[src/rtl/vga_pkg.sv]
// Shared VGA adapter constants and the plot-arbiter state type.
package vga_pkg;

  localparam int XW       = 8;
  localparam int YW       = 7;
  localparam int CW       = 3;
  localparam int SCREEN_W = 160;
  localparam int SCREEN_H = 120;

  typedef enum logic [1:0] {
    IDLE    = 2'd0,
    GRANT   = 2'd1,
    RELEASE = 2'd2
  } arb_state_t;

endpackage

[src/rtl/vga_plot_arbiter_rr_pick.sv]
// Combinational round-robin selector: first eligible index after `last`, wrapping.
module rr_pick #(
  parameter int N    = 3,
  parameter int IDXW = $clog2(N)
) (
  input  logic [N-1:0]    eligible,
  input  logic [IDXW-1:0] last,
  output logic            found,
  output logic [IDXW-1:0] idx
);

  logic [IDXW-1:0] w_cand;

  // Scanning from the farthest offset down lets the nearest eligible client win.
  always_comb begin
    // NOTE: every variable assigned in always_comb gets a default first, so no latch is inferred.
    found  = 1'b0;
    idx    = '0;
    w_cand = '0;
    for (int k = N; k >= 1; k--) begin
      w_cand = IDXW'((int'(last) + k) % N);
      if (eligible[w_cand]) begin
        found = 1'b1;
        idx   = w_cand;
      end
    end
  end

endmodule

[src/rtl/vga_plot_arbiter.sv]
// Round-robin owner of the single VGA plot port, shared by the drawing engines.
module vga_plot_arbiter
  import vga_pkg::*;
#(
  parameter  int N    = 3,
  localparam int IDXW = $clog2(N)
) (
  input  logic              clk,
  input  logic              rst_n,
  input  logic [N-1:0]      req,
  input  logic [N-1:0]      cl_done,
  input  logic [XW*N-1:0]   cl_x,
  input  logic [YW*N-1:0]   cl_y,
  input  logic [CW*N-1:0]   cl_colour,
  input  logic [N-1:0]      cl_plot,
  output logic [N-1:0]      cl_start,
  output logic [XW-1:0]     vga_x,
  output logic [YW-1:0]     vga_y,
  output logic [CW-1:0]     vga_colour,
  output logic              vga_plot,
  output logic              busy,
  output logic [IDXW-1:0]   grant_idx
);

  arb_state_t      r_state, w_state_nxt;
  logic [IDXW-1:0] r_last, w_last_nxt;
  logic [IDXW-1:0] r_grant_idx, w_grant_nxt;
  logic [N-1:0]    w_eligible;
  logic            w_found;
  logic [IDXW-1:0] w_pick_idx;
  logic            w_cl_done, w_cl_req, w_pass;

  assign w_eligible = req & ~cl_done;

  rr_pick #(.N(N), .IDXW(IDXW)) u_pick (
    .eligible (w_eligible),
    .last     (r_last),
    .found    (w_found),
    .idx      (w_pick_idx)
  );

  assign w_cl_done = cl_done[r_grant_idx];
  assign w_cl_req  = req[r_grant_idx];
  // The cycle that ends a grant (done or abort) forwards nothing.
  assign w_pass    = (r_state == GRANT) && w_cl_req && !w_cl_done;

  always_comb begin
    w_state_nxt = r_state;
    w_last_nxt  = r_last;
    w_grant_nxt = r_grant_idx;
    case (r_state)
      IDLE: begin
        if (w_found) begin
          w_grant_nxt = w_pick_idx;
          w_state_nxt = GRANT;
        end
      end
      GRANT: begin
        if (w_cl_done) begin
          w_last_nxt  = r_grant_idx;
          w_state_nxt = RELEASE;
        end else if (!w_cl_req) begin
          w_state_nxt = RELEASE;
        end
      end
      RELEASE: w_state_nxt = IDLE;
      default: w_state_nxt = IDLE;
    endcase
  end

  always_ff @(posedge clk or negedge rst_n) begin
    if (!rst_n) begin
      r_state     <= IDLE;
      r_last      <= IDXW'(N - 1);
      r_grant_idx <= '0;
    end else begin
      // NOTE: non-blocking assignments keep every flop updating from the same pre-edge values.
      r_state     <= w_state_nxt;
      r_last      <= w_last_nxt;
      r_grant_idx <= w_grant_nxt;
    end
  end

  always_ff @(posedge clk or negedge rst_n) begin
    if (!rst_n) begin
      vga_x      <= '0;
      vga_y      <= '0;
      vga_colour <= '0;
      vga_plot   <= 1'b0;
    end else begin
      vga_plot <= w_pass & cl_plot[r_grant_idx];
      if (w_pass) begin
        vga_x      <= cl_x[XW*int'(r_grant_idx) +: XW];
        vga_y      <= cl_y[YW*int'(r_grant_idx) +: YW];
        vga_colour <= cl_colour[CW*int'(r_grant_idx) +: CW];
      end
    end
  end

  always_comb begin
    cl_start = '0;
    if (r_state == GRANT) cl_start[r_grant_idx] = 1'b1;
  end

  assign busy      = (r_state == GRANT);
  assign grant_idx = r_grant_idx;

endmodule

[config.mk]
export PLATFORM = sky130hd
export DESIGN_NAME = vga_plot_arbiter
export DESIGN_NICKNAME = d
export VERILOG_FILES = /design/src/rtl/vga_pkg.sv /design/src/rtl/vga_plot_arbiter_rr_pick.sv /design/src/rtl/vga_plot_arbiter.sv
export SDC_FILE = /design/constraint.sdc
export NUM_CORES = 1
export LEC_CHECK = 0
export CAP_MARGIN = 30
export CORE_MARGIN = 2
export CORE_UTILIZATION = 28
export DETAILED_ROUTE_END_ITERATION = 8
export PLACE_DENSITY_LB_ADDON = 0.25
export SLEW_MARGIN = 10
export SYNTH_ARGS = -nofsm -noshare
export SYNTH_HDL_FRONTEND = slang
export SYNTH_SLANG_ARGS = --single-unit
[constraint.sdc]
create_clock -name clk -period 2.33 [get_ports clk]
set_clock_uncertainty 0.2 [all_clocks]
set_input_delay 0.466 -clock clk [delete_from_list [all_inputs] [get_ports clk]]
set_output_delay 0.466 -clock clk [all_outputs]
set_load 0.01 [all_outputs]
== Yosys cells after proc, flatten, opt, wreduce, memory -nomap -nowiden ==
Index checks and enable logic that the tools add are counted.

* $add $sub $neg: 3
* Multipliers: 2
* Divide/modulo/power cells: 3
* Magnitude comparators: 5
* Eq/ne operators: 3
* Shift operators: 3
* Muxes and demuxes: 25
* Bitwise gates (word level): 3
* Reductions and logical operators: 8

{| class="wikitable"
|+ Operators with widths
! cell !! count
|-
| $mod A32 B3 Y32 const B || 3
|-
| $shiftx A24 B6 Y8 || 1
|-
| $shiftx A21 B6 Y7 || 1
|-
| $bmux W1 S2 || 6
|-
| $lt A2 B3 Y1 const B || 4
|-
| $mux W2 || 6
|-
| $mux W1 || 10
|-
| $shiftx A9 B5 Y3 || 1
|-
| $add A2 B2 Y3 const B || 2
|-
| $reduce_and A2 Y1 || 3
|-
| $mul A3 B2 Y5 const A || 1
|-
| $mul A2 B2 Y4 const A || 1
|-
| $pmux W2 S2 || 1
|-
| $add A2 B1 Y3 const B || 1
|-
| $and A3 B3 Y3 || 1
|-
| $logic_and A1 B1 Y1 || 3
|-
| $mux W3 || 1
|-
| $ne A3 B3 Y1 const B || 1
|-
| $not A3 Y3 || 1
|-
| $demux W1 S2 || 1
|-
| $eq A2 B1 Y1 const B || 1
|-
| $ge A2 B1 Y1 const B || 1
|-
| $logic_not A2 Y1 || 1
|-
| $ne A2 B1 Y1 const B || 1
|-
| 2 further kinds || 2
|}

* Bits in registers: 25
* Input bits: 65
* Output and inout bits: 25

== Logic depth before layout (Yosys ltp) ==
* Depth after elaboration: 9
* Depth in mapped cells: 7
* Gate-level depth less buffers: 6

== Modules after synthesis ==
A second synthesis with hierarchy kept.

* Cell total of the unflattened synthesis: 169
* Area total of the unflattened synthesis: 1752.9 um^2

{| class="wikitable"
|+ Modules (own cells, without submodules)
! module !! instances !! cells an instance !! area an instance (um^2) !! sequential area each (um^2)
|-
| vga_plot_arbiter || 1 || 133 || 1507.7 || 626.9
|-
| rr_pick || 1 || 36 || 245.2 || 0.0
|}

== Worst setup path after synthesis ==
No wires, ideal clock.

* Path kind: flip-flop to flip-flop
* Start point: reg r_last[1]
* End point: reg r_grant_idx[0], in the netlist grant_idx[0]
* Setup time: 0.122 ns
* Data arrival time: 1.921 ns
* Path slack: 0.087 ns
* Cell stages (with the launch flop): 7
* Buffers on the path: 1
* Period minus slack after synthesis: 2.243 ns
* Cell sequence: dfstp_2 ha_1 clkbuf_1 or3b_1 a21o_1 a211o_1 a32o_1

* Cells in the longest elaborated chain, start to end: 8
* Elaborated cells on any way between the ends: 19
* Those cells by class: add/sub (3); div (3); mux (12); reduce/logical (1)

{| class="wikitable"
|+ Ends and longest elaborated chain
! item !! line !! source
|-
| start, declared || vga_plot_arbiter.sv:26 || <nowiki>logic [IDXW-1:0] r_last, w_last_nxt;</nowiki>
|-
| start signal, assigned || vga_plot_arbiter.sv:74 || <nowiki>r_last <= IDXW'(N - 1);</nowiki>
|-
| start signal, assigned || vga_plot_arbiter.sv:79 || <nowiki>r_last <= w_last_nxt;</nowiki>
|-
| $add A2 B2 Y3 || vga_plot_arbiter_rr_pick.sv:21 || <nowiki>w_cand = IDXW'((int'(last) + k) % N);</nowiki>
|-
| $mod A32 B3 Y32 || vga_plot_arbiter_rr_pick.sv:21 ||
|-
| $bmux W1 S2 || vga_plot_arbiter_rr_pick.sv:22 || <nowiki>if (eligible[w_cand]) begin</nowiki>
|-
| $mux W1 (not written as such) || vga_plot_arbiter_rr_pick.sv:22 ||
|-
| $mux W1 (3 in series) || vga_plot_arbiter_rr_pick.sv:22 ||
|-
| $reduce_and A2 Y1 (no source line) || n/a ||
|-
| end signal, assigned || vga_plot_arbiter.sv:80 || <nowiki>r_grant_idx <= w_grant_nxt;</nowiki>
|-
| end, declared || vga_plot_arbiter.sv:27 || <nowiki>logic [IDXW-1:0] r_grant_idx, w_grant_nxt;</nowiki>
|}

Parallel ways exist; a longest one is shown, timed or not. The select of a mux whose other input is x is not followed.
A chain may end at the register's enable or synchronous reset.

== Worst setup path in the final report ==
* Start point: reg r_state[1]
* End point: out cl_start[2]

* Cells in the longest elaborated chain, start to end: 2

{| class="wikitable"
|+ Ends and longest elaborated chain
! item !! line !! source
|-
| start, declared || vga_plot_arbiter.sv:25 || <nowiki>arb_state_t r_state, w_state_nxt;</nowiki>
|-
| start signal, assigned || vga_plot_arbiter.sv:78 || <nowiki>r_state <= w_state_nxt;</nowiki>
|-
| $eq A2 B1 Y1 || vga_plot_arbiter.sv:102 || <nowiki>if (r_state == GRANT) cl_start[r_grant_idx] = 1'b1;</nowiki>
|-
| $mux W3 || vga_plot_arbiter.sv:102 ||
|-
| end, declared || vga_plot_arbiter.sv:16 || <nowiki>output logic [N-1:0] cl_start,</nowiki>
|}

Every way passes these cells.

==> summary.md <==
| Metric | Value |
|---|---|
| Status | `finished, final reports clean` |
| Sw Ratio | `36.72%` |
| Largest net degree at the start of global routing | `26` |
| Seq cells post-synth | `25` |
| WP buf/inv | `1` |
| Via count | `1614` |
| PortBufs | `89` |
| Period utilization | `96.11%` |
| Flop pwr share | `25.8%` |
| Detail Route Antenna Nets | `0` |
| Total gr overflow | `0` |
| WS Path Type | `register to primary output` |
| Number of top-level pins | `90` |
| CP max stage cell | `clkdlybuf4s50_1` |
| WL final | `4822 um` |
| Layout cells sized above 1 | `18.87%` |
| Initial antenna violation count | `0` |
| Number of cells after detailed placement | `334` |
| Hold_ws | `0.3146 ns` |
| Leakage | `1.293 nW` |
| Non-Filler Instances | `340` |
| TritonRoute pass-1 iters | `4` |
| Pre-CTS setup slack | `-0.1475 ns` |
| Reg clk slew, reported paths | `0.09 ns` |
| Total Power | `3.030 mW` |
| GRT Resource Usage Total | `13.62%` |
| Setup crit end kind | `primary output` |
| Max-Cap Viols | `0` |
| CP Max Fanout | `4` |
| DRC Markers | `0` |
| Clock power share | `8.4%` |
| Average size of a mapped cell | `10.39 um2` |
| Syn_nets | `233` |
| CP Data Arrival Time | `1.57 ns` |
| Ys async rst share | `100.0%` |
| Fmax | `0.4465 GHz` |
| DP HPWL | `3720 um` |
| Die Area | `6763 um2` |
| Combinational fraction of design power | `65.8%` |
| Layout area overhead | `64.60%` |
| Routed len/inst | `14.18 um` |
| Synth Cell Area | `1714 um2` |
| Worst Max-Slew Pin Slew | `0.3860 ns` |
| Register area share after synthesis | `36.57%` |
| Starting density of the core | `28.95%` |
| Design area | `2821 um2` |
| CTS tree | `built` |
| Slew Limit Fails | `0` |
| Final core utilization | `47.65%` |
| Peak supply drop | `0.4128 mV` |
| Most frequent cell after synthesis | `dfrtp_1` |
| Min-Delay Path Class | `register to register` |
| Number of CTS-inserted buffers | `3` |
| Crit path largest cell delay | `0.56 ns` |
| Worst path cell trace | `nand2b_2 -> nor3_1 -> clkdlybuf4s50_1` |
| Core area | `5921 um2` |
| Worst Setup Slack, final | `0.09053 ns` |
| First-pass GRT wire length | `7120 um` |
| Clock Tree Buf Depth | `2` |
| Clock period minus worst slack | `2.239 ns` |
| Post-DP Area | `2750 um2` |
| Top_reg_cell synth | `dfrtp_1` |
| Synth top area share | `35.04%` |
| Worst EP required | `1.66 ns` |
| Gp weighted congestion | `0.8820` |
| Die span in y | `82.24 um` |
| Number of flops mapped to enable cells by yosys | `0` |
| Hold Fails Final Rpt | `0` |
| Pwr Density | `1074 nW/um2` |
| Vias in the first global route | `1553` |
| Row count | `28` |
| Clock root cell | `clkbuf_8` |
| Setup TNS | `0 ns` |
| Clock sink count | `25` |
| Relative max-transition margin | `73.93%` |
| Pint | `1.917 mW` |
| CTS H-tree depth | `1` |
| Final net count | `334` |
| Clock Latency Late Sink | `0.26 ns` |
| Leading area contributor after synthesis | `dfrtp_1` |
| Kind of cell adding the most delay to the critical path | `buffers and inverters` |
| Yosys warns | `0` |
| Die Wd | `82.24 um` |
| Reg2Reg Setup Slack | `0.11 ns` |
| Critical Path Source Type | `register` |
| Largest cells by area after synthesis | `dfrtp_1 35%, mux2_4 15%, mux2i_1 13%` |
| Netlist cell types | `33` |
| Synth Instances | `165` |
| Initial DRC count | `42` |
| Switching power | `1.113 mW` |
| # diodes | `0` |
| Final setup vio count | `0` |
| RSZ-0062 raised after global routing | `no` |
| Via-to-Cell Ratio | `4.747` |
| Synth top cells by count | `24 x dfrtp_1, 22 x mux2i_1, 21 x nand2_1` |
worst register-to-register path, cell delays in order (launching register included):
cell and delay (ns):
dfrtp_2 0.45, buf_4 0.15, buf_4 0.13, mux2i_1 0.14, o2bb2ai_1 0.11, or3_4 0.55, mux2_4 0.36
timing repair:
action	CTS	global route
setup buffers	3	0
endpoints found under the setup margin	4	3
gates resized for setup	4	2
endpoints found under the hold margin	0	0
hold buffers	0	0
worst paths after layout:
| path | startpoint | to | cells past startpoint |
|---|---|---|---|
| setup / recovery | r_state[1]$_DFFE_PN0P_ | cl_start[2] | 3 |
| hold / removal | vga_y[1]$_DFFE_PN0P_ | vga_y[1]$_DFFE_PN0P_ | 1 |
| setup reg to reg | grant_idx[1]$_DFFE_PN0P_ | vga_colour[1]$_DFFE_PN0P_ | 6 |
| hold reg to reg | vga_y[1]$_DFFE_PN0P_ | vga_y[1]$_DFFE_PN0P_ | 1 |
| max in group asynchronous | rst_n | r_last[1]$_DFFE_PN1P_ | 2 |
| min in group asynchronous | rst_n | vga_colour[0]$_DFFE_PN0P_ | 2 |
power groups by stage:
stage / registers, mW / clock network (mW) / logic, mW
after floorplan: 0.824 / 0 / 1.13
after global placement: 0.799 / 0 / 1.96
after detailed placement: 0.800 / 0 / 1.96
after CTS: 0.785 / 0.268 / 2.04
after global routing: 0.820 / 0.280 / 2.18
final: 0.782 / 0.253 / 1.99
cells by family (layout without fill, tap and decap cells):
family	after synthesis	after routing	synth area share, %
fa+ha+maj	3	3	2.190
mux	41	41	29.05
simple gates	46	46	15.26
buf+inv	15	115	4.890
compound gates	35	35	12.04
flops	25	25	36.57
cell usage in the layout, fill, tap and decap left out, types with 3 or more instances in the layout:
cell / count
nor3_1: 3
o21ai_0: 19
clkdlybuf4s50_1: 87
inv_1: 3
dfrtp_1: 22
nand3b_1: 6
mux2_4: 17
nand2_1: 21
buf_4: 18
nor2_1: 3
a21oi_1: 7
clkbuf_8: 3
ha_1: 3
mux2i_1: 22
metal layers:
| metal | GRT usage [%] | up-vias | routed length [um] |
|---|---|---|---|
| met5 | 0 | - | 0 |
| met2 | 22.82 | 76 | 2173 |
| li1 | - | 789 | - |
| met1 | 17.91 | 741 | 2048 |
| met3 | 2.935 | 8 | 543 |
| met4 | 3.167 | 0 | 57 |
flip-flops by register name (all words and copies together) (netlist names):
name        count
r_state         2
grant_idx       2
vga_x           8
vga_plot        1
vga_y           7
r_last          2
vga_colour      3
final cells by class:
class,count,area (um2)
clock buffer,3,41.29
clock inverter,1,5.005
fill,574,3099
inverter,4,15.01
multi-input combinational,125,1006
sequential,25,629.4
tap,75,93.84
timing repair buffer,107,1031
(Power assumes the default switching activity.)
